File: src/rtl/add_req_arbiter.sv
`default_nettype none
// ---------------------------------------------------------------------------
// add_req_arbiter : round-robin sharing of one 16+16->32 adder core among
//                   NUM_REQ requesters, with a completion watchdog.
// Revision        : 1.0
// ---------------------------------------------------------------------------
module add_req_arbiter #(
  parameter int NUM_REQ = 4,
  parameter int TIMEOUT = 255
) (
  input  logic                  clk,
  input  logic                  reset,
  input  logic [NUM_REQ-1:0]    req,
  input  logic [NUM_REQ*16-1:0] req_a,
  input  logic [NUM_REQ*16-1:0] req_b,
  output logic [NUM_REQ-1:0]    gnt,
  output logic [NUM_REQ-1:0]    rsp_vld,
  output logic [31:0]           rsp_data,
  output logic                  rsp_err,
  output logic                  core_start,
  output logic [15:0]           core_a,
  output logic [15:0]           core_b,
  input  logic [31:0]           core_s,
  input  logic                  core_done,
  input  logic                  core_busy,
  output logic                  arb_busy
);

  localparam int IDXW = $clog2(NUM_REQ);
  localparam int CW   = IDXW + 1;
  localparam logic [15:0]        CNT_LAST = 16'(TIMEOUT - 1);
  localparam logic [NUM_REQ-1:0] ONE      = NUM_REQ'(1);

  typedef enum logic [1:0] {
    IDLE  = 2'd0,
    ISSUE = 2'd1,
    WAIT  = 2'd2,
    RESP  = 2'd3
  } state_t;

  state_t state, state_next;

  logic [IDXW-1:0] last_idx;
  logic [IDXW-1:0] gnt_idx;
  logic [IDXW-1:0] sel_idx;
  logic            sel_found;
  logic [CW-1:0]   cand;
  logic [15:0]     wd_cnt;
  logic            launch;
  logic            finish_ok;
  logic            finish_to;

  // Search starts just after the last served requester and wraps around.
  always_comb begin
    sel_idx   = '0;
    sel_found = 1'b0;
    cand      = '0;
    for (int k = 1; k <= NUM_REQ; k++) begin
      cand = {1'b0, last_idx} + CW'(k);
      if (cand >= CW'(NUM_REQ)) cand = cand - CW'(NUM_REQ);
      if (!sel_found && req[cand[IDXW-1:0]]) begin
        sel_found = 1'b1;
        sel_idx   = cand[IDXW-1:0];
      end
    end
  end

  always_ff @(posedge clk) begin
    if (reset) state <= IDLE;
    else       state <= state_next;
  end

  always_comb begin
    state_next = state;
    launch     = 1'b0;
    finish_ok  = 1'b0;
    finish_to  = 1'b0;
    case (state)
      IDLE: begin
        if (sel_found && !core_busy) begin
          launch     = 1'b1;
          state_next = ISSUE;
        end
      end
      ISSUE: state_next = WAIT;
      WAIT: begin
        // A completion in the last watchdog cycle still counts as success.
        if (core_done) begin
          finish_ok  = 1'b1;
          state_next = RESP;
        end else if (wd_cnt == CNT_LAST) begin
          finish_to  = 1'b1;
          state_next = RESP;
        end
      end
      RESP:    state_next = IDLE;
      default: state_next = IDLE;
    endcase
  end

  assign core_start = (state == ISSUE);
  assign arb_busy   = (state != IDLE);
  assign rsp_vld    = (state == RESP) ? gnt : '0;

  always_ff @(posedge clk) begin
    if (reset) begin
      gnt      <= '0;
      gnt_idx  <= '0;
      last_idx <= IDXW'(NUM_REQ - 1);
      core_a   <= '0;
      core_b   <= '0;
      rsp_data <= '0;
      rsp_err  <= 1'b0;
      wd_cnt   <= '0;
    end else begin
      if (launch) begin
        gnt     <= ONE << sel_idx;
        gnt_idx <= sel_idx;
        core_a  <= req_a[{sel_idx, 4'b0000} +: 16];
        core_b  <= req_b[{sel_idx, 4'b0000} +: 16];
      end

      if (state == ISSUE)     wd_cnt <= '0;
      else if (state == WAIT) wd_cnt <= wd_cnt + 16'd1;

      if (finish_ok) begin
        rsp_data <= core_s;
        rsp_err  <= 1'b0;
      end else if (finish_to) begin
        rsp_data <= '0;
        rsp_err  <= 1'b1;
      end

      if (state == RESP) begin
        gnt      <= '0;
        last_idx <= gnt_idx;
        rsp_data <= '0;
        rsp_err  <= 1'b0;
      end
    end
  end

endmodule
`default_nettype wire
File: config.mk
export PLATFORM = sky130hd
export DESIGN_NAME = add_req_arbiter
export DESIGN_NICKNAME = d
export VERILOG_FILES = /design/src/rtl/add_req_arbiter.sv
export SDC_FILE = /design/constraint.sdc
export NUM_CORES = 1
export LEC_CHECK = 0
export ABC_AREA = 1
export CAP_MARGIN = 20
export CORE_MARGIN = 2
export CORE_UTILIZATION = 45
export CTS_CLUSTER_DIAMETER = 80
export CTS_CLUSTER_SIZE = 10
export DETAILED_ROUTE_END_ITERATION = 12
export PLACE_DENSITY = 0.85
export SLEW_MARGIN = 30
export SYNTH_ARGS = -nofsm -noshare
export SYNTH_HDL_FRONTEND = slang
export SYNTH_SLANG_ARGS = --single-unit
File: constraint.sdc
create_clock -name clk -period 5.6 [get_ports clk]
set_input_delay 0.84 -clock clk [delete_from_list [all_inputs] [get_ports clk]]
set_output_delay 0.84 -clock clk [all_outputs]
set_load 0.02 [all_outputs]
==> results_dict.tcl, run 1 <==
set metrics [dict create \
    synth_cell_type_count 30 \
    compound_gate_portion_of_the_synthesized_area_pct 11.2 \
    delay_of_the_slowest_cell_on_the_worst_path_ps 710 \
    avgRoutedWirePerCell_um 13.5 \
    grt_pass1_vias 5511 \
    yosys.area_share.xor_xnor_pct 0.161 \
    timing.fmax_ghz 0.317 \
    synthCells 849 \
    overflow 0 \
    dominantRegCellSynth "sky130_fd_sc_hd__dfxtp_1" \
    max-slew-margin-rel_pct 39.6 \
    timing.critical_path.max_delay_family "simple AND/OR/NAND/NOR gates" \
    ctsHoldBuffers 0 \
    final.setup_skew_ps 6.34 \
    numClockSinks 91 \
    setup.worst_path.start_class "input port" \
    synth_warnings 0 \
    ys_seq_elements 91 \
    final_hold_viol_count 0 \
    synth_adder_area_share_pct 1.38 \
    period_minus_slack_ps 3150 \
    worst-path-buf-inv 3 \
    place_hpwl_mm 11.5 \
    pwr_density_cell_nw_per_um2 376 \
    seq_area_um2 1820 \
    switchingPower_mw 1.30 \
    grtUsageTotal_pct 24.9 \
    timing.critical_path.cells "clkdlybuf4s50_1 -> nand2_1 -> nand2_1 -> nand2_2 -> nand2_2 -> nor2_4 -> nand3_2 -> nand3_1 -> nand2_2 -> inv_2 -> nand3_1 -> nand3_1 -> nand2_1 -> inv_1" \
    ctsLongestPathBuffers 2 \
    drt_pass1_iterations 5 \
    ant_nets 0 \
    hold_class "reg -> reg" \
    first_pass_grt_wire_length_mm 26.3 \
    rsz0062_at_grt "no" \
    synth_edf_count 0 \
    initial_antenna_violation_count 0 \
    synth_simple_gate_area_share_pct 37.2 \
    actual_transition_at_the_worst_max_transition_pin_ps 901 \
    design.core.area_um2 11900 \
    num-fill-cells 1038 \
    most_common_library_cell_in_the_layout_ignoring_fill_and_taps "sky130_fd_sc_hd__clkdlybuf4s50_1" \
    cts-buffers-inserted 9 \
    cts_max_level 3 \
    cts_post_setup_buffers_inserted 0 \
    layout-drive-gt1-share_pct 3.30 \
    final_nets 1229 \
    criticalPathCategory "in -> reg" \
    syn_avg_cell_area_um2 6.43 \
    dominant_combinational_cell_family_by_area_after_synthesis "simple AND/OR/NAND/NOR gates" \
    routabilityCongestion 0.894 \
    grt_max_degree 67 \
    totalWireLength_mm 16.3 \
    port_buffers 242 \
    floorplan.rows 40 \
    timing.critical_path.slowest_stage_cell "sky130_fd_sc_hd__inv_2" \
    tritoncts_clock_tree "built" \
    leakagePower_nw 3.71 \
    vdd_ir_drop_max_uv 194 \
    post_dp_cell_area_um2 7810 \
    initial_utilization_pct 45.8 \
    fp.dieW_um 114 \
    dieArea_um2 13000 \
    cts.clk_slew.worst_paths_ps 70 \
    final_number_of_max_transition_violations 0 \
    ff_to_ff_setup_slack_ps 2740 \
    placement.setup.worst_slack_ps 2140 \
    worstPathMaxFanout 35 \
    detailedRoute.firstIterationViolations 468 \
    p_sw_share_pct 42.7 \
    cts_repair_resize_count 0 \
    dr_total_vias 5987 \
    power_frac_clock_pct 19.2 \
    multi_input_comb_area_um2 2730 \
    mappedNetlistArea_um2 5460 \
    timing.critical_path.required_ps 5890 \
    drc 0 \
    power_mw 3.05 \
    worst_ep_arrival_time_ps 3440 \
    synthesis.nets 1023 \
    setup_viol 0 \
    clock_insertion_delay_worst_skew_ps 340 \
    share_of_cell_area_taken_by_muxes_after_synthesis_pct 0 \
    async_flop_share_pct 0 \
    cap_violations 0 \
    ioPinCount 243 \
    antennaDiodeCount 0 \
    flow.area_growth_from_synthesis_pct 48.4 \
    cts.root.buffer_cell "sky130_fd_sc_hd__clkbuf_16" \
    seq_area_frac_synth_pct 33.4 \
    finalSetupTns_ps 0 \
    mostFrequentLayoutCells "242 x sky130_fd_sc_hd__clkdlybuf4s50_1, 182 x sky130_fd_sc_hd__nand2_1, 172 x sky130_fd_sc_hd__nand3_1, 160 x sky130_fd_sc_hd__inv_1, 91 x sky130_fd_sc_hd__dfxtp_1" \
    final.setup.worst_slack_ps 2450 \
    fin_crit_sh_pct 56.3 \
    power_frac_seq_pct 28.2 \
    critPathCaptureType "flop" \
    layout.cell_area.non_filler_um2 8100 \
    die_h_um 114 \
    power.internal_mw 1.75 \
    run_status "finished clean" \
    avgViaCountPerCell 4.96 \
    power.share.combinational_pct 52.6 \
]
## synth_stat cells (2+ instances only)
| cell type | n | area [um^2] |
|---|---|---|
| sky130_fd_sc_hd__a21oi_1 | 53 | 265 |
| sky130_fd_sc_hd__o21a_1 | 32 | 240 |
| sky130_fd_sc_hd__nand4_1 | 5 | 31.3 |
| sky130_fd_sc_hd__nand3_1 | 172 | 861 |
| sky130_fd_sc_hd__nor2_4 | 2 | 22.5 |
| sky130_fd_sc_hd__clkbuf_1 | 14 | 52.6 |
| sky130_fd_sc_hd__inv_2 | 3 | 11.3 |
| sky130_fd_sc_hd__ha_1 | 6 | 75.1 |
| sky130_fd_sc_hd__and3_1 | 2 | 12.5 |
| sky130_fd_sc_hd__buf_4 | 11 | 82.6 |
| sky130_fd_sc_hd__buf_2 | 13 | 65.1 |
| sky130_fd_sc_hd__buf_1 | 7 | 26.3 |
| sky130_fd_sc_hd__o21ai_0 | 13 | 65.1 |
| sky130_fd_sc_hd__dfxtp_1 | 91 | 1820 |
| sky130_fd_sc_hd__nand2_2 | 5 | 31.3 |
| sky130_fd_sc_hd__inv_1 | 161 | 604 |
| sky130_fd_sc_hd__buf_6 | 6 | 67.6 |
| sky130_fd_sc_hd__nor2_1 | 19 | 71.3 |
| sky130_fd_sc_hd__nand2_1 | 184 | 691 |
| sky130_fd_sc_hd__a211oi_1 | 2 | 15.0 |
| sky130_fd_sc_hd__nor3_1 | 7 | 35.0 |
| sky130_fd_sc_hd__nand3b_1 | 33 | 248 |
## layer usage
layer  global-route usage, %  up-vias  routed length, um
met3                    5.19       33                996
met1                    30.2     2656               6700
met4                    8.62        0                437
met2                    43.6      208               8170
li1                        -     3090                  -
met5                       0        -                  0
## tightest hold or removal path, delay by kind of cell (launching register included)
family          cells  cell delay [ps]
buf+inv             1               50
compound gates      1               50
flops               1              310
## power by group through the flow
stage                     clock (mW)  combinational (mW)  sequential, mW
final                          0.585                1.60           0.860
after floorplan                    0               0.991            1.00
after CTS                      0.597                1.61           0.862
after detailed placement           0                1.60           0.874
after global routing           0.626                1.79           0.878
after global placement             0                1.59           0.872
## registers in the layout, indices dropped and copies added, names as in the netlist
| name | cells |
|---|---|
| wd_cnt | 16 |
| state | 2 |
| rsp_err | 1 |
| core_b | 16 |
| rsp_data | 32 |
| last_idx | 2 |
| gnt | 4 |
| gnt_idx | 2 |
| core_a | 16 |
## cells by family (layout without fill, tap and decap cells)
kind of cell	after synthesis	count (layout)
simple gates	432	432
fa+ha+maj	6	6
flops	91	91
xor+xnor	1	1
buf+inv	216	427
compound gates	103	103
## path summary, 6_finish.rpt
kind / from / to / depth (start not counted)
max reg2reg: last_idx[0] / core_a[1] / 14
max: req[0] / core_a[1] / 14
min: rsp_err / rsp_err / 2
min reg2reg: rsp_err / rsp_err / 2
## through the flow
step	hold slack [ps]	std cells	util, %
3_5_place_dp	450	1191	65.6
3_3_place_gp	449	1191	65.5
4_1_cts	464	1207	68.0
5_1_grt	496	1207	68.0
6_report	460	1207	68.0
2_1_floorplan	427	849	-
## final cells by class
cell class / count / area share, %
sequential: 91 / 22.5
clock buffer: 11 / 3.00
multi-input combinational: 542 / 33.7
inverter: 165 / 7.66
tap: 147 / 2.27
clock inverter: 5 / 0.556
timing repair buffer: 246 / 30.3
Note: power is estimated with default switching activity, not from simulation.
==> run 2, diff against run 1 <==
--- a/config.mk
+++ b/config.mk
@@ -8,11 +8,11 @@
 export ABC_AREA = 1
 export CAP_MARGIN = 20
 export CORE_MARGIN = 2
-export CORE_UTILIZATION = 45
+export CORE_UTILIZATION = 39
 export CTS_CLUSTER_DIAMETER = 80
 export CTS_CLUSTER_SIZE = 10
 export DETAILED_ROUTE_END_ITERATION = 12
-export PLACE_DENSITY = 0.85
+export PLACE_DENSITY = 0.79
 export SLEW_MARGIN = 30
 export SYNTH_ARGS = -nofsm -noshare
 export SYNTH_HDL_FRONTEND = slang
==> constraint.sdc (replaced) <==
create_clock -name clk -period 2.9 [get_ports clk]
set_input_delay 0.435 -clock clk [delete_from_list [all_inputs] [get_ports clk]]
set_output_delay 0.435 -clock clk [all_outputs]
set_load 0.02 [all_outputs]
==> results_dict.tcl, run 2 (synthesis results as in run 1) <==
set metrics [dict create \
    antennaDiodeCount 0 \
    final.setup.worst_slack_ps 656 \
    pwr_density_cell_nw_per_um2 745 \
    leakagePower_nw 3.80 \
    place_hpwl_mm 12.4 \
    period_minus_slack_ps 2240 \
    clock_insertion_delay_worst_skew_ps 330 \
    placement.setup.worst_slack_ps 433 \
    fp.dieW_um 122 \
    timing.critical_path.max_delay_family "simple AND/OR/NAND/NOR gates" \
    cts_post_setup_buffers_inserted 0 \
    actual_transition_at_the_worst_max_transition_pin_ps 745 \
    final_number_of_max_transition_violations 0 \
    most_common_library_cell_in_the_layout_ignoring_fill_and_taps "sky130_fd_sc_hd__clkdlybuf4s50_1" \
    cts_max_level 3 \
    finalSetupTns_ps 0 \
    initial_utilization_pct 39.6 \
    setup_viol 0 \
    worst_hold_path.num_cells 2 \
    run_status "finished clean" \
    drt_pass1_iterations 5 \
    mostFrequentLayoutCells "242 x sky130_fd_sc_hd__clkdlybuf4s50_1, 183 x sky130_fd_sc_hd__nand2_1, 172 x sky130_fd_sc_hd__nand3_1, 161 x sky130_fd_sc_hd__inv_1, 91 x sky130_fd_sc_hd__dfxtp_1" \
    avgViaCountPerCell 4.87 \
    cap_violations 0 \
    number_of_flip_flops_in_the_largest_register 32 \
    hold_class "reg -> reg" \
    criticalPathCategory "reg -> reg" \
    registers.top_by_ff_count "rsp_data" \
    crit_reg_reg_startpoint "state[0]" \
    final_hold_viol_count 0 \
    timing.critical_path.required_ps 3120 \
    port_buffers 242 \
    first_pass_grt_wire_length_mm 26.9 \
    totalWireLength_mm 16.8 \
    max-slew-margin-rel_pct 50.4 \
    rsz0062_at_grt "no" \
    multi_input_comb_area_um2 2720 \
    grt_max_degree 65 \
    avgRoutedWirePerCell_um 13.5 \
    routabilityCongestion 0.883 \
    tritoncts_clock_tree "built" \
    delay_of_the_slowest_cell_on_the_worst_path_ps 330 \
    layout-drive-gt1-share_pct 3.84 \
    final_core_utilization_pct 60.2 \
    worst_hold_startpoint "gnt_idx[1]" \
    grtUsageTotal_pct 22.4 \
    cts-buffers-inserted 9 \
    setup.worst_path.start_class "flop" \
    worstPathMaxFanout 8 \
    num-fill-cells 1337 \
    holdWs_ps 469 \
    design.core.area_um2 13800 \
    floorplan.rows 43 \
    dr_total_vias 6071 \
    fin_crit_sh_pct 77.4 \
    grt_pass1_vias 5449 \
    min_delay_worst_endpoint "gnt_idx[1]" \
    final_nets 1238 \
    drc 0 \
    numClockSinks 91 \
    ctsLongestPathBuffers 2 \
    flow.area_growth_from_synthesis_pct 52.1 \
    cts.clk_slew.worst_paths_ps 60 \
    cts.root.buffer_cell "sky130_fd_sc_hd__clkbuf_16" \
    ff_to_ff_setup_slack_ps 660 \
    timing.critical_path.cells "inv_1 -> ha_1 -> nand2_1 -> nor2_1 -> inv_1 -> nor2_1 -> nand4_1 -> nor3b_1 -> and3_1 -> nor3_1" \
    worst-path-buf-inv 2 \
    timing.fmax_ghz 0.446 \
    timing.critical_path.slowest_stage_cell "sky130_fd_sc_hd__dfxtp_1" \
    worst-r2r-cell-count 10 \
    detailedRoute.firstIterationViolations 421 \
    dieArea_um2 15000 \
    initial_antenna_violation_count 0 \
    critPathCaptureType "flop" \
    ctsHoldBuffers 0 \
    ioPinCount 243 \
    cts_repair_resize_count 0 \
    final.setup_skew_ps 7.27 \
    overflow 0 \
    power_mw 6.18 \
    die_h_um 122 \
    seq_area_um2 1820 \
    ant_nets 0 \
    worstReg2RegEnd "wd_cnt[14]" \
    worst_ep_arrival_time_ps 2460 \
    vdd_ir_drop_max_uv 410 \
]
==> run 2: changes by cell type in the layout (fill, tap and decap cells not counted), moves of 2 or more <==
cell                        before  now
sky130_fd_sc_hd__buf_12          0    5
sky130_fd_sc_hd__bufinv_16       0    2
sky130_fd_sc_hd__inv_6           2    0
sky130_fd_sc_hd__buf_4           4    8
==> run 2: worst max-delay path by stage <==
stage | cells past startpoint | start | slack, ps | end
5_1_grt | 10 | state[0] | 200 | wd_cnt[14]
3_3_place_gp | 15 | req[0] | 470 | core_a[0]
6_report | 10 | state[0] | 660 | wd_cnt[14]
3_5_place_dp | 15 | req[0] | 430 | core_a[0]
2_1_floorplan | 10 | state[0] | 1050 | wd_cnt[14]
4_1_cts | 4 | state[0] | 630 | arb_busy
==> run 2: routing by layer <==
metal	part of all wire (%)	wire, um	global-route usage, %	vias up
li1	-	-	-	3118
met1	43	7150	28.9	2709
met2	48	8050	36.6	206
met3	6.0	1010	4.28	38
met4	3.4	562	9.63	0
met5	0	0	0	-
==> run 2: layout make-up <==
type	instances	area share, %
Clock buffer	11	3.05
Tap cell	180	2.71
Multi-Input combinational cell	542	32.8
Timing Repair Buffer	255	31.1
Sequential cell	91	22.0
Clock inverter	3	0.860
Inverter	165	7.47
==> run 2: tightest hold or removal path: stages (launching register included) <==
cell	delay (ps)
sky130_fd_sc_hd__dfxtp_1	310
sky130_fd_sc_hd__nand2_1	60
sky130_fd_sc_hd__a21oi_1	50
==> run 2: through the flow <==
stage	std cells	area (um^2)
floorplan	849	5460
global placement	1233	7970
detailed placement	1233	7970
CTS	1247	8300
global route	1247	8300
finish	1247	8300
==> run 2: where the power goes <==
group	internal, mW	leakage, nW	total (mW)	switching, mW
clock network	0.799	0.160	1.27	0.475
registers	1.51	0.743	1.66	0.148
logic	1.36	2.90	3.25	1.89
==> run 3, diff against run 2 <==
==> constraint.sdc (replaced) <==
create_clock -name clk -period 1.8 [get_ports clk]
set_input_delay 0.27 -clock clk [delete_from_list [all_inputs] [get_ports clk]]
set_output_delay 0.27 -clock clk [all_outputs]
set_load 0.02 [all_outputs]
==> results_dict.tcl, run 3 (synthesis results as in run 1) <==
set metrics [dict create \
    run_status "finished, violations left" \
    violations "negative setup slack" \
    floorplan.rows 43 \
    worstPathMaxFanout 10 \
    worst_ep_arrival_time_ps 2330 \
    final_core_utilization_pct 69.1 \
    ioPinCount 243 \
    first_pass_grt_wire_length_mm 29.2 \
    vdd_ir_drop_max_uv 747 \
    mostFrequentLayoutCells "235 x sky130_fd_sc_hd__clkdlybuf4s50_1, 157 x sky130_fd_sc_hd__inv_1, 141 x sky130_fd_sc_hd__nand2_1, 129 x sky130_fd_sc_hd__nand3_1, 88 x sky130_fd_sc_hd__dfxtp_1" \
    avgViaCountPerCell 5.19 \
    number_of_flip_flops_in_the_largest_register 32 \
    cts.root.buffer_cell "sky130_fd_sc_hd__clkbuf_16" \
    timing.fmax_ghz 0.490 \
    detailedRoute.firstIterationViolations 551 \
    flow.area_growth_from_synthesis_pct 74.4 \
    fin_crit_sh_pct 113 \
    num-fill-cells 1142 \
    drc 0 \
    clock_insertion_delay_worst_skew_ps 350 \
    final.setup_skew_ps 9.21 \
    routabilityCongestion 0.923 \
    pwr_density_cell_nw_per_um2 1310 \
    actual_transition_at_the_worst_max_transition_pin_ps 341 \
    port_buffers 242 \
    dr_total_vias 6748 \
    totalWireLength_mm 21.0 \
    final_nets 1290 \
    rsz0062_at_grt "yes" \
    place_hpwl_mm 12.8 \
    seq_area_um2 1830 \
    timing.critical_path.slowest_stage_cell "sky130_fd_sc_hd__dfxtp_4" \
    worst_hold_path.num_cells 2 \
    critPathCaptureType "flop" \
    cap_violations 0 \
    ctsHoldBuffers 0 \
    overflow 0 \
    final_number_of_max_transition_violations 0 \
    timing.critical_path.required_ps 2090 \
    design.core.area_um2 13800 \
    fp.dieW_um 122 \
    grt_pass1_vias 6091 \
    tritoncts_clock_tree "built" \
    numClockSinks 91 \
    antennaDiodeCount 0 \
    critPathMostFrequentCell "sky130_fd_sc_hd__nand2_2" \
    cts.clk_slew.worst_paths_ps 60 \
    most_common_library_cell_in_the_layout_ignoring_fill_and_taps "sky130_fd_sc_hd__clkdlybuf4s50_1" \
    setup.worst_path.start_class "flop" \
    timing.critical_path.cells "inv_8 -> nand2_2 -> nand2_2 -> nand2_2 -> nand2_2 -> buf_6 -> nor2_4 -> nand3_4 -> nand2_8 -> nand2_8 -> clkbuf_16 -> nand2_1 -> nand3_1 -> nand3_1 -> nand2_1 -> inv_1" \
    final.setup.worst_slack_ps -240 \
    layout.cell_area.non_filler_um2 9510 \
    cts-buffers-inserted 9 \
    grt_max_degree 65 \
    multi_input_comb_area_um2 3220 \
    hold_class "reg -> reg" \
    setup_viol 38 \
    period_minus_slack_ps 2040 \
    registers.top_by_ff_count "rsp_data" \
    initial_utilization_pct 39.6 \
    cts_max_level 3 \
    layout-drive-gt1-share_pct 17.6 \
    max-slew-margin-rel_pct 77.2 \
    post_dp_cell_area_um2 8210 \
    final_hold_viol_count 0 \
    initial_antenna_violation_count 0 \
    ant_nets 0 \
    avgRoutedWirePerCell_um 16.1 \
    worst-r2r-cell-count 16 \
    finalSetupTns_ps -6270 \
    leakagePower_nw 4.33 \
    grtUsageTotal_pct 24.5 \
    drt_pass1_iterations 5 \
    dieArea_um2 15000 \
    delay_of_the_slowest_cell_on_the_worst_path_ps 410 \
    die_h_um 122 \
    criticalPathCategory "reg -> reg" \
    ctsLongestPathBuffers 2 \
]
==> run 3: changes by cell type in the layout (fill, tap and decap cells not counted), sizes merged <==
cell	delta
clkinvlp	+1
clkbuf	+14
bufinv	-2
nand2	+2
inv	-2
clkinv	+3
clkdlybuf4s50	-7
dlygate4sd2	+5
buf	+39
==> run 3: layer usage <==
layer / global-route usage (%) / share of wire, %
met3: 3.86 / 6.0
met1: 29.7 / 41
met5: 0 / 0
met4: 9.91 / 4.4
met2: 43.3 / 49
==> run 3: worst paths after layout <==
| kind | from | to | slack [ps] |
|---|---|---|---|
| worst max-delay path | last_idx[0] | core_a[7] | -240 |
| worst min-delay path | gnt_idx[1] | gnt_idx[1] | 460 |
| worst max register to register | last_idx[0] | core_a[7] | -240 |
| worst min register to register | gnt_idx[1] | gnt_idx[1] | 460 |
==> run 3: report_power, final <==
part | switching, mW | internal [mW]
sequential | 0.270 | 2.44
clock | 0.804 | 0.973
combinational | 4.27 | 3.73
==> run 3: per-stage QoR <==
stage	power [mW]	instances	setup WS, ps	hold WS, ps
final	12.5	1300	-240	465
after global routing	13.1	1300	-350	479
after CTS	10.7	1283	-168	465
after detailed placement	8.33	1257	-599	451
after global placement	8.26	1257	-525	451
after floorplan	6.21	849	13.1	339
==> run 3: worst max-delay path, delay by kind of cell (launching register included) <==
family	cells	cell delay, ps
buffers and inverters	4	430
DFF	1	410
and+or+nand+nor	12	1160
==> run 3: what timing repair did <==
action | CTS | global route
endpoints found under the hold margin | 0 | 0
pin swaps | 11 | 42
buffers inserted | 8 | 1
cloned | 4 | 17
resized for setup | 40 | 123
setup endpoints to repair | 47 | 46
==> run 3: layout make-up <==
class,count,area share [%]
clock buffer,12,2.59
clock inverter,3,0.263
inverter,165,6.69
multi-input combinational,544,33.8
sequential,91,19.2
tap,180,2.37
timing repair buffer,305,35.0
